$ cat src/rtl/ctrl_pipe_pkg.sv
// Shared types and field layout for the decode-to-writeback control pipeline.
// Default KEEP masks describe the classic 3-stage E/M/W configuration.
package ctrl_pipe_pkg;

  localparam int CTRL_W = 16;

  typedef logic [CTRL_W-1:0] ctrl_word_t;

  // Standard control-word field positions
  localparam int REGWRITE    = 0;
  localparam int MEMTOREG    = 1;
  localparam int MEMWRITE_LO = 2;
  localparam int MEMWRITE_HI = 3;
  localparam int ALUCTRL_LO  = 4;
  localparam int ALUCTRL_HI  = 7;
  localparam int ALUSRC_LO   = 8;
  localparam int ALUSRC_HI   = 9;
  localparam int REGDST      = 10;
  localparam int READTYPE_LO = 11;
  localparam int READTYPE_HI = 13;

  // E needs every field; M keeps memory and writeback fields; W keeps writeback only.
  localparam ctrl_word_t KEEP_E = 16'h3FFF;
  localparam ctrl_word_t KEEP_M = 16'h380F;
  localparam ctrl_word_t KEEP_W = 16'h0003;

  localparam logic [3*CTRL_W-1:0] KEEP_EMW = {KEEP_W, KEEP_M, KEEP_E};

endpackage

$ cat src/rtl/ctrl_pipe_stage.sv
// One control pipeline register: flush beats hold, hold beats load.
// Loaded words are masked so unused fields stay constant 0 and get pruned.
module ctrl_pipe_stage
  import ctrl_pipe_pkg::*;
#(
  parameter int              CW   = CTRL_W,
  parameter logic [CW-1:0]   KEEP = {CW{1'b1}}
) (
  input  logic          clk,
  input  logic          reset,
  input  logic          flush,
  input  logic          hold,
  input  logic          up_bubble,
  input  logic          up_valid,
  input  logic [CW-1:0] up_ctrl,
  output logic          valid,
  output logic [CW-1:0] ctrl
);

  logic          valid_d, valid_q;
  logic [CW-1:0] ctrl_d,  ctrl_q;

  // Next-state selection; an invalid word is always loaded as all-zero ctrl
  always_comb begin
    valid_d = valid_q;
    ctrl_d  = ctrl_q;
    if (flush) begin
      valid_d = 1'b0;
      ctrl_d  = {CW{1'b0}};
    end else if (hold) begin
      valid_d = valid_q;
      ctrl_d  = ctrl_q;
    end else if (up_bubble) begin
      valid_d = 1'b0;
      ctrl_d  = {CW{1'b0}};
    end else begin
      valid_d = up_valid;
      ctrl_d  = up_valid ? (up_ctrl & KEEP) : {CW{1'b0}};
    end
  end

  // Stage register with synchronous active-low reset
  always_ff @(posedge clk) begin
    if (!reset) begin
      valid_q <= 1'b0;
      ctrl_q  <= {CW{1'b0}};
    end else begin
      valid_q <= valid_d;
      ctrl_q  <= ctrl_d;
    end
  end

  assign valid = valid_q;
  assign ctrl  = ctrl_q;

endmodule

$ cat src/rtl/ctrl_pipe.sv
// Parametrised control-word pipeline with valid, stall, flush and field pruning.
// Optional performance counters are built when CTRL_PIPE_PERF_EN is defined.
module ctrl_pipe
  import ctrl_pipe_pkg::*;
#(
  parameter int                    CW        = CTRL_W,
  parameter int                    NSTAGES   = 3,
  parameter logic [NSTAGES*CW-1:0] KEEP_MASK = {(NSTAGES*CW){1'b1}}
) (
  input  logic                    clk,
  input  logic                    reset,
  input  logic                    in_valid,
  input  logic [CW-1:0]           in_ctrl,
  output logic                    in_ready,
  input  logic [NSTAGES-1:0]      stall,
  input  logic [NSTAGES-1:0]      flush,
  output logic [NSTAGES-1:0]      stage_valid,
  output logic [NSTAGES*CW-1:0]   stage_ctrl
`ifdef CTRL_PIPE_PERF_EN
  ,
  output logic [31:0]             perf_stall_cnt,
  output logic [31:0]             perf_bubble_cnt
`endif
);

  logic [NSTAGES-1:0] hold_s;
  logic [NSTAGES-1:0] up_valid_s;
  logic [NSTAGES-1:0] up_bubble_s;
  logic [CW-1:0]      up_ctrl_s [NSTAGES];

  // A stall freezes its own stage and everything upstream of it
  always_comb begin
    hold_s            = {NSTAGES{1'b0}};
    hold_s[NSTAGES-1] = stall[NSTAGES-1];
    for (int i = NSTAGES - 2; i >= 0; i--) begin
      hold_s[i] = stall[i] | hold_s[i+1];
    end
  end

  assign in_ready = ~hold_s[0];

  for (genvar i = 0; i < NSTAGES; i++) begin : g_stage
    if (i == 0) begin : g_head
      assign up_valid_s[i]  = in_valid;
      assign up_ctrl_s[i]   = in_ctrl;
      assign up_bubble_s[i] = 1'b0;
    end else begin : g_body
      assign up_valid_s[i]  = stage_valid[i-1];
      assign up_ctrl_s[i]   = stage_ctrl[(i-1)*CW +: CW];
      assign up_bubble_s[i] = hold_s[i-1];
    end

    ctrl_pipe_stage #(
      .CW   (CW),
      .KEEP (KEEP_MASK[i*CW +: CW])
    ) u_stage (
      .clk       (clk),
      .reset     (reset),
      .flush     (flush[i]),
      .hold      (hold_s[i]),
      .up_bubble (up_bubble_s[i]),
      .up_valid  (up_valid_s[i]),
      .up_ctrl   (up_ctrl_s[i]),
      .valid     (stage_valid[i]),
      .ctrl      (stage_ctrl[i*CW +: CW])
    );
  end

`ifdef CTRL_PIPE_PERF_EN
  logic [31:0] stall_cnt_d,  stall_cnt_q;
  logic [31:0] bubble_cnt_d, bubble_cnt_q;
  logic        last_bubble_s;

  // Last stage loads a bubble on flush, or on a non-held load of an empty slot
  always_comb begin
    last_bubble_s = flush[NSTAGES-1] |
                    (~hold_s[NSTAGES-1] &
                     (up_bubble_s[NSTAGES-1] | ~up_valid_s[NSTAGES-1]));
    stall_cnt_d   = stall_cnt_q  + {31'd0, hold_s[0]};
    bubble_cnt_d  = bubble_cnt_q + {31'd0, last_bubble_s};
  end

  // Free-running wrap-around counters, cleared by reset
  always_ff @(posedge clk) begin
    if (!reset) begin
      stall_cnt_q  <= 32'd0;
      bubble_cnt_q <= 32'd0;
    end else begin
      stall_cnt_q  <= stall_cnt_d;
      bubble_cnt_q <= bubble_cnt_d;
    end
  end

  assign perf_stall_cnt  = stall_cnt_q;
  assign perf_bubble_cnt = bubble_cnt_q;
`endif

endmodule

$ cat config.mk
export PLATFORM = sky130hd
export DESIGN_NAME = ctrl_pipe
export DESIGN_NICKNAME = d
export VERILOG_FILES = /design/src/rtl/ctrl_pipe_pkg.sv /design/src/rtl/ctrl_pipe_stage.sv /design/src/rtl/ctrl_pipe.sv
export SDC_FILE = /design/constraint.sdc
export NUM_CORES = 1
export LEC_CHECK = 0
export CORE_MARGIN = 3
export CORE_UTILIZATION = 41
export DETAILED_ROUTE_END_ITERATION = 7
export PLACE_DENSITY = 0.85
export SLEW_MARGIN = 20
export SYNTH_ARGS = -nofsm -noshare
export SYNTH_HDL_FRONTEND = slang
export SYNTH_HIERARCHICAL = 1
export SYNTH_SLANG_ARGS = --single-unit
export TNS_END_PERCENT = 20
$ cat constraint.sdc
create_clock -name clk -period 2.2 [get_ports clk]
set_clock_uncertainty 0.2 [all_clocks]
set_input_delay 0.66 -clock clk [delete_from_list [all_inputs] [get_ports clk]]
set_output_delay 0.66 -clock clk [all_outputs]
set_load 0.02 [all_outputs]
==> results.md, run 1 <==
* Largest net degree at the start of global routing at 18
* Largest stage delay, worst path at 630 ps
* Io pins at 77
* Initial drt markers at 131
* Fraction of registers with async set/reset at 0%
* Most area-consuming cells after synthesis: dfxtp_1 57%, a32o_1 27%, buf_6 3.8%
* CP max-delay cell: clkdlybuf4s50_1
* Post-synth top cells: 51 x dfxtp_1, 48 x a32o_1, 9 x buf_2
* CP endpoint kind: output pin
* Worst r2r dst: g_stage[1].u_stage/ctrl[1]$_SDFFE_PP0N_
* Grt met2 use at 33.7%
* Dominant synthesized flop cell: dfxtp_1
* Vias in the first global route at 1518
* Final WL at 5060 um
* Top-count cell post-synth: dfxtp_1
* CTS tree: yes
* Area growth, synth to finish at 54.4%
* Worst Tran Pin Value at 608 ps
* Syn_area_per_cell at 13.4 sq um
* Port Buf Inserts at 76
* Leak at 1.36 nW
* Distinct cell type count of the synthesized netlist at 13
* Crit path cell chain: clkdlybuf4s50_1
* Synth warn at 6
* Post-synth EDFFs at 0
* Synthesized area at 1780 sq um
* Worst path arrival time at between 1000 and 1500 ps
* Syn Inst Count at 133
* Area share of the largest cell type after synthesis at 57.3%
* Delay-heaviest family, CP: buffers and inverters
* Minimum clock period at 2180 ps
* First-pass GRT wire length at between 7000 and 8000 um
* Worst endpoint required time at roughly 1300 ps
* WP buf/inv at 1
* NumNets Final at 242
* Final Wtd Congestion at roughly 0.72
* Most used routing layer: met2
* DP Wirelength at approximately 3600 um
* Crit path max fanout at 3
* Period Utilization, post-route at 99.3%
* Place WS at -579 ps
* Die W at 71.9 um
* Combinational cell fraction of total power at 7.2%
* Max Cap Viol at 0
* H-tree Lvls at 2
* Maximum vdd ir drop at 0.489 mV
* CTS Sinks at 51
* Sw Ratio at 23.1%
* M1 GR Usage at a little under a quarter
* Worst setup margin at 15.2 ps
* Met3 Usage GRT at 4.99%
* Initial Utilization at 43.6%
* Share of layout cells above drive strength 1 at 14.7%
* GRT Util Overall at 19.4%
* Die area at approximately 5200 sq um
* Drt via density at 5.85
* NetSw at 365 uW
* Sequential cell area fraction in the yosys report at a little under three fifths
* Die height at ~70 um
* Register clock-pin slew on the reported worst setup and hold paths at 90 ps
* Buffers inserted by post-CTS timing repair at 0
* Clk buf depth at 2
* #FFs+latches synth at 51
* Crit Path Class: reg2out
* Fin. max-slew vios at 0
* Critical Path Stages at 1
* Crit path capture: stage_ctrl[25]
* R2R depth at 3
* Placed Area at 2620 sq um
* Syn nets at 158
* Max frequency at 458 MHz
* R2r startpoint: g_stage[0].u_stage/valid$_SDFFE_PP0N_
* Sequential share of power at between 50% and 60%
* Setup violators final at 0
* CP Launch Type: flop
* Hold crit path type: reg2reg
* Run status: finished, final reports clean
* GRT overflow at 0
* Vias at 1568
* Dpl cells at 259
* PD cells at 574 nW/um^2
* Fillers at 282
* TritonCTS buffer count at 5
* TritonRoute pass-1 iters at 4
* Design area at 2750 sq um
* Crit path from: g_stage[1].u_stage/ctrl[9]$_SDFFE_PP0N_
* Total core area at 4090 sq um
* Reg2reg setup slack at 950 ps
* Final non-filler cell total at roughly 270
* Pint at around 1.2 mW
* Initial antenna violation count at 0
* Clock latency at the later pin of the worst-skew pair at 310 ps
* ANT nets after route at 0
* CTS Hold Bufs at 0
* Row count at 23
* Final hold vios at 0
* Max_slew headroom at 59.5%
* Post-synth top area cell: dfxtp_1
* DR DRC count at 0
* ANT cells at 0
* Drt wl/cell at between 15 and 20 um
* Clock group share of total power at 34.2%
* Clk Tree Root Cell: clkbuf_8
==> worst min path at each step <==
| stage | start | endpoint | slack [ps] | depth (start not counted) |
|---|---|---|---|---|
| floorplan | g_stage[2].u_stage/ctrl[0]$_SDFFE_PP0N_ | g_stage[2].u_stage/ctrl[0]$_SDFFE_PP0N_ | 390 | 1 |
| global placement | g_stage[2].u_stage/ctrl[1]$_SDFFE_PP0N_ | g_stage[2].u_stage/ctrl[1]$_SDFFE_PP0N_ | 250 | 1 |
| detailed placement | g_stage[2].u_stage/ctrl[2]$_SDFFE_PP0N_ | g_stage[2].u_stage/ctrl[2]$_SDFFE_PP0N_ | 260 | 1 |
| CTS | g_stage[2].u_stage/ctrl[14]$_SDFFE_PP0N_ | g_stage[2].u_stage/ctrl[14]$_SDFFE_PP0N_ | 280 | 1 |
| global route | g_stage[2].u_stage/ctrl[0]$_SDFFE_PP0N_ | g_stage[2].u_stage/ctrl[0]$_SDFFE_PP0N_ | 300 | 1 |
| finish | g_stage[2].u_stage/ctrl[14]$_SDFFE_PP0N_ | g_stage[2].u_stage/ctrl[14]$_SDFFE_PP0N_ | 270 | 1 |
==> metrics by stage <==
| stage | setup TNS (ps) | hold slack (ps) | total power, mW | util (%) |
|---|---|---|---|---|
| CTS | 0 | 277 | 1.58 | 66.2 |
| global placement | -19330 | 250 | 1.06 | 64.1 |
| detailed placement | -21570 | 257 | 1.06 | 64.1 |
| finish | 0 | 272 | 1.58 | 67.3 |
| floorplan | 0 | 393 | 0.994 | - |
| global route | -7.06 | 301 | 1.62 | 67.3 |
==> per-layer routing <==
metal | share of wire (%) | wire length (um)
met1 | 40 | 2050
met3 | 5.8 | 294
met2 | 52 | 2650
met4 | 1.3 | 65
met5 | 0 | 0
==> repair_timing <==
item	4_1_cts	5_1_grt
endpoints found under the setup margin	44	18
cloned	1	0
resized for setup	18	18
pin swaps	2	0
==> cell usage in the layout (no fill, tap or decap) <==
cell type         n
o21a_1            3
buf_4            14
or3_4             1
dfxtp_1          51
buf_2             1
nor3b_4           3
nor3_1            1
or2_1             1
buf_12            1
and3b_1           3
conb_1            1
inv_6             1
clkinv_4          1
and2_2            3
a32o_1           48
dlymetal6s2s_1   18
clkdlybuf4s50_1  46
nor2b_1           3
clkbuf_8          5
clkinv_2          1
and3b_2           1
dlygate4sd2_1    11
==> flip-flops by register name (all words and copies together), names as in the netlist <==
name / cells
g_stage.u_stage/ctrl: 48
g_stage.u_stage/valid: 3
==> cell type report <==
type / instances / area [sq um] / area share (%)
Clock inverter: 3 / 22.5 / 0.819
Multi-Input combinational cell: 68 / 663 / 24.1
Clock buffer: 5 / 68.8 / 2.50
Tap cell: 50 / 62.6 / 2.27
Sequential cell: 51 / 1020 / 37.1
Timing Repair Buffer: 91 / 912 / 33.2
==> power groups by stage <==
stage	logic [mW]	clock network, mW	registers, mW
final	0.113	0.540	0.925
after global routing	0.120	0.574	0.926
after CTS	0.112	0.547	0.925
after detailed placement	0.111	0	0.947
after global placement	0.109	0	0.947
after floorplan	0.0454	0	0.948
==> cells by family (layout without fill, tap and decap cells) <==
| group | Yosys count | count (layout) | share of synthesized area, % |
|---|---|---|---|
| AOI/OAI and AO/OA | 51 | 51 | 28.2 |
| buffers and inverters | 15 | 99 | 6.32 |
| DFF | 51 | 51 | 57.3 |
| other | 1 | 1 | 0.210 |
| and+or+nand+nor | 15 | 16 | 7.94 |
Power figures use the tool's default switching activity.
==> run 2: changes to the inputs <==
Settings changed: CORE_UTILIZATION 41 to 37, PLACE_DENSITY 0.85 to 0.81.
Clock period 2.2 ns to 2 ns, I/O delays scaled along.
==> run 2 against run 1 <==
Register-to-register slack got worse by 150 ps. Cell count rose by 1.5%. First-iteration DRC count fell by 34%. Count of clock-buffer cells in the layout rose by 1. Critical path depth rose by 2. Power rose by 8.0%. Sequential power rose by 10%. Global-route usage fell by 2.7 points. Hold slack got worse by 5.7 ps. Combinational power rose by 12%. Via count fell by 3.3%. Critical path type is now in2out. Largest cell class unchanged.
==> results.md, run 2 (synthesized netlist as in run 1, its figures left out) <==
* TritonCTS buffer count at 5 (unchanged)
* Final WL at 4630 um (-8.5%)
* Worst r2r dst: g_stage[1].u_stage/ctrl[0]$_SDFFE_PP0N_
* Most frequent cells in the layout: 52 x dlygate4sd2_1, 51 x dfxtp_1, 48 x a32o_1
* GRT Util Overall at 16.7% (-2.7 points)
* CP max-delay cell: dlygate4sd2_1
* Crit path from: stall[0]
* Largest net degree at the start of global routing at 18 (unchanged)
* Max frequency at about 510 MHz
* Design area at 2690 sq um (-2.1%)
* First-pass GRT wire length at 7180 um (-7.6%)
* Combinational cell fraction of total power at 7.5% (+0.3 points)
* Reg2reg setup slack at 800 ps (-150 ps)
* Crit path cell chain: dlygate4sd2_1 > nor3_2 > buf_4
* Vias in the first global route at 1390 (-8.4%)
* Fin util at 59.8% (-7.5 points)
* Io pins at 77 (unchanged)
* Crit path max fanout at 2 (-1)
* Sw Ratio at 21.9% (-1.2 points)
* Clk buf depth at 2 (unchanged)
* DR DRC count at 0 (unchanged)
* Initial Utilization at 39.6% (-4.0 points)
* Worst endpoint required time at 1200 ps (-140 ps)
* Max FFs per register at 48 (unchanged)
* PD cells at 633 nW/um^2 (+10%)
* ANT nets after route at 0 (unchanged)
* Final hold vios at 0 (unchanged)
* Maximum vdd ir drop at 0.309 mV (-37%)
* Fin. max-slew vios at 0 (unchanged)
* Clk Tree Root Cell: clkbuf_8
* Run status: finished, final reports clean
* R2R depth at 3 (unchanged)
* CTS tree: yes
* Clock group share of total power at 32.8% (-1.4 points)
* Final Wtd Congestion at 0.713 (-0.36%)
* Clock latency at the later pin of the worst-skew pair at 290 ps (-20 ps)
* Drt wl/cell at 17.0 um (-9.8%)
* CTS Hold Bufs at 0 (unchanged)
* Final non-filler cell total at 272 (+1.5%)
* Setup violators final at 0 (unchanged)
* RSZ-0062 raised after global routing: no
* Area growth, synth to finish at 51.1%
* Hold crit path type: reg2reg
* Worst Tran Pin Value at 582 ps (-25.7 ps)
* Dpl cells at 262 (+1.2%)
* Initial antenna violation count at 0 (unchanged)
* Die W at 75.4 um (+4.8%)
* Sequential share of power at 59.7% (+1.1 points)
* Total core area at 4500 sq um (+10%)
* CP Launch Type: input pin
* Crit path capture: in_ready
* ANT cells at 0 (unchanged)
* Share of layout cells above drive strength 1 at 16.8% (+2.1 points)
* NumNets Final at 244 (+0.83%)
* CTS Sinks at 51 (unchanged)
* Minimum clock period at just under 2000 ps
* NetSw at 373 uW (+2.2%)
* Die height at 75.4 um (+4.8%)
* Worst path arrival time at 1170 ps (-150 ps)
* Crit Path Class: in2out
* Max Cap Viol at 0 (unchanged)
* Drt via density at 5.57 (-4.7%)
* GRT overflow at 0 (unchanged)
* Initial drt markers at 86 (-34%)
* R2r startpoint: g_stage[0].u_stage/valid$_SDFFE_PP0N_
* Pint at 1.33 mW (+9.7%)
* CP endpoint kind: output pin
* Port Buf Inserts at 76 (unchanged)
* Commonest non-fill, non-tap cell in the layout: dlygate4sd2_1
* Placed Area at 2650 sq um (+1.1%)
* Vias at 1516 (-3.3%)
* H-tree Lvls at 2 (unchanged)
* Largest stage delay, worst path at 260 ps (-370 ps)
* Period Utilization, post-route at 98.4%
* DP Wirelength at 3540 um (-2.1%)
* TritonRoute pass-1 iters at 4 (unchanged)
* Die area at 5680 sq um (+9.9%)
* Row count at 24 (+4.3%)
* Register clock-pin slew on the reported worst setup and hold paths at 80 ps (about the same)
* Leak at 1.24 nW (-9.1%)
* Max_slew headroom at 61.2% (+1.7 points)
run 2: worst min-delay path by stage:
stage / from / end / slack [ps] / depth (start not counted)
after floorplan: g_stage[2].u_stage/ctrl[0]$_SDFFE_PP0N_ / g_stage[2].u_stage/ctrl[0]$_SDFFE_PP0N_ / 390 / 1
final: g_stage[2].u_stage/ctrl[0]$_SDFFE_PP0N_ / g_stage[2].u_stage/ctrl[0]$_SDFFE_PP0N_ / 270 / 1
after detailed placement: g_stage[2].u_stage/ctrl[0]$_SDFFE_PP0N_ / g_stage[2].u_stage/ctrl[0]$_SDFFE_PP0N_ / 260 / 1
after global placement: g_stage[2].u_stage/ctrl[5]$_SDFFE_PP0N_ / g_stage[2].u_stage/ctrl[5]$_SDFFE_PP0N_ / 250 / 1
after CTS: g_stage[2].u_stage/ctrl[0]$_SDFFE_PP0N_ / g_stage[2].u_stage/ctrl[0]$_SDFFE_PP0N_ / 270 / 1
after global routing: g_stage[2].u_stage/ctrl[8]$_SDFFE_PP0N_ / g_stage[2].u_stage/ctrl[8]$_SDFFE_PP0N_ / 280 / 1
run 2: per-layer routing:
| metal | GRT usage (%) | wire [um] | up-vias |
|---|---|---|---|
| met5 | 0 | 0 | - |
| met1 | 22.4 | 1980 | 742 |
| met3 | 3.30 | 255 | 5 |
| met4 | 5.83 | 55 | 0 |
| met2 | 26.9 | 2340 | 52 |
| li1 | - | - | 717 |
run 2: area by class of cell:
| cell class | instances | area [sq um] |
|---|---|---|
| clock buffer | 6 | 72.6 |
| fill | 394 | 1810 |
| tap | 52 | 65.1 |
| timing repair buffer | 94 | 862 |
| clock inverter | 2 | 12.5 |
| sequential | 51 | 1020 |
| multi-input combinational | 67 | 659 |
run 2: power by group through the flow:
stage	Clock [mW]	Combinational [mW]	Sequential (mW)
detailed placement	0	0.125	1.04
global placement	0	0.123	1.04
floorplan	0	0.0506	1.04
finish	0.559	0.127	1.02
CTS	0.572	0.125	1.02
global route	0.620	0.135	1.02
run 2: critical path: cells and delay by family:
family,cells,cell delay [ps]
buffers and inverters,2,430
AND/OR/NAND/NOR,1,130
run 2: stage by stage:
stage | TNS (ps) | hold WS, ps | total power, mW | setup WS [ps]
floorplan | 0 | 393 | 1.09 | 31.1
global placement | -28010 | 249 | 1.16 | -711
detailed placement | -28420 | 257 | 1.17 | -719
CTS | 0 | 272 | 1.71 | 0.374
global route | 0 | 280 | 1.77 | 5.83
finish | 0 | 266 | 1.70 | 31.2
run 2: what timing repair did:
| item | 4_1_cts | 5_1_grt |
|---|---|---|
| setup buffers | 0 | 1 |
| setup endpoints to repair | 103 | 47 |
| cloned | 1 | 0 |
| pin swaps | 5 | 6 |
| resized for setup | 72 | 2 |
==> run 3: changes to the inputs <==
Settings changed: GPL_ROUTABILITY_DRIVEN set to 1.
==> results of run 3 <==
Final layout, timing and power as in run 2 (identical DEF).
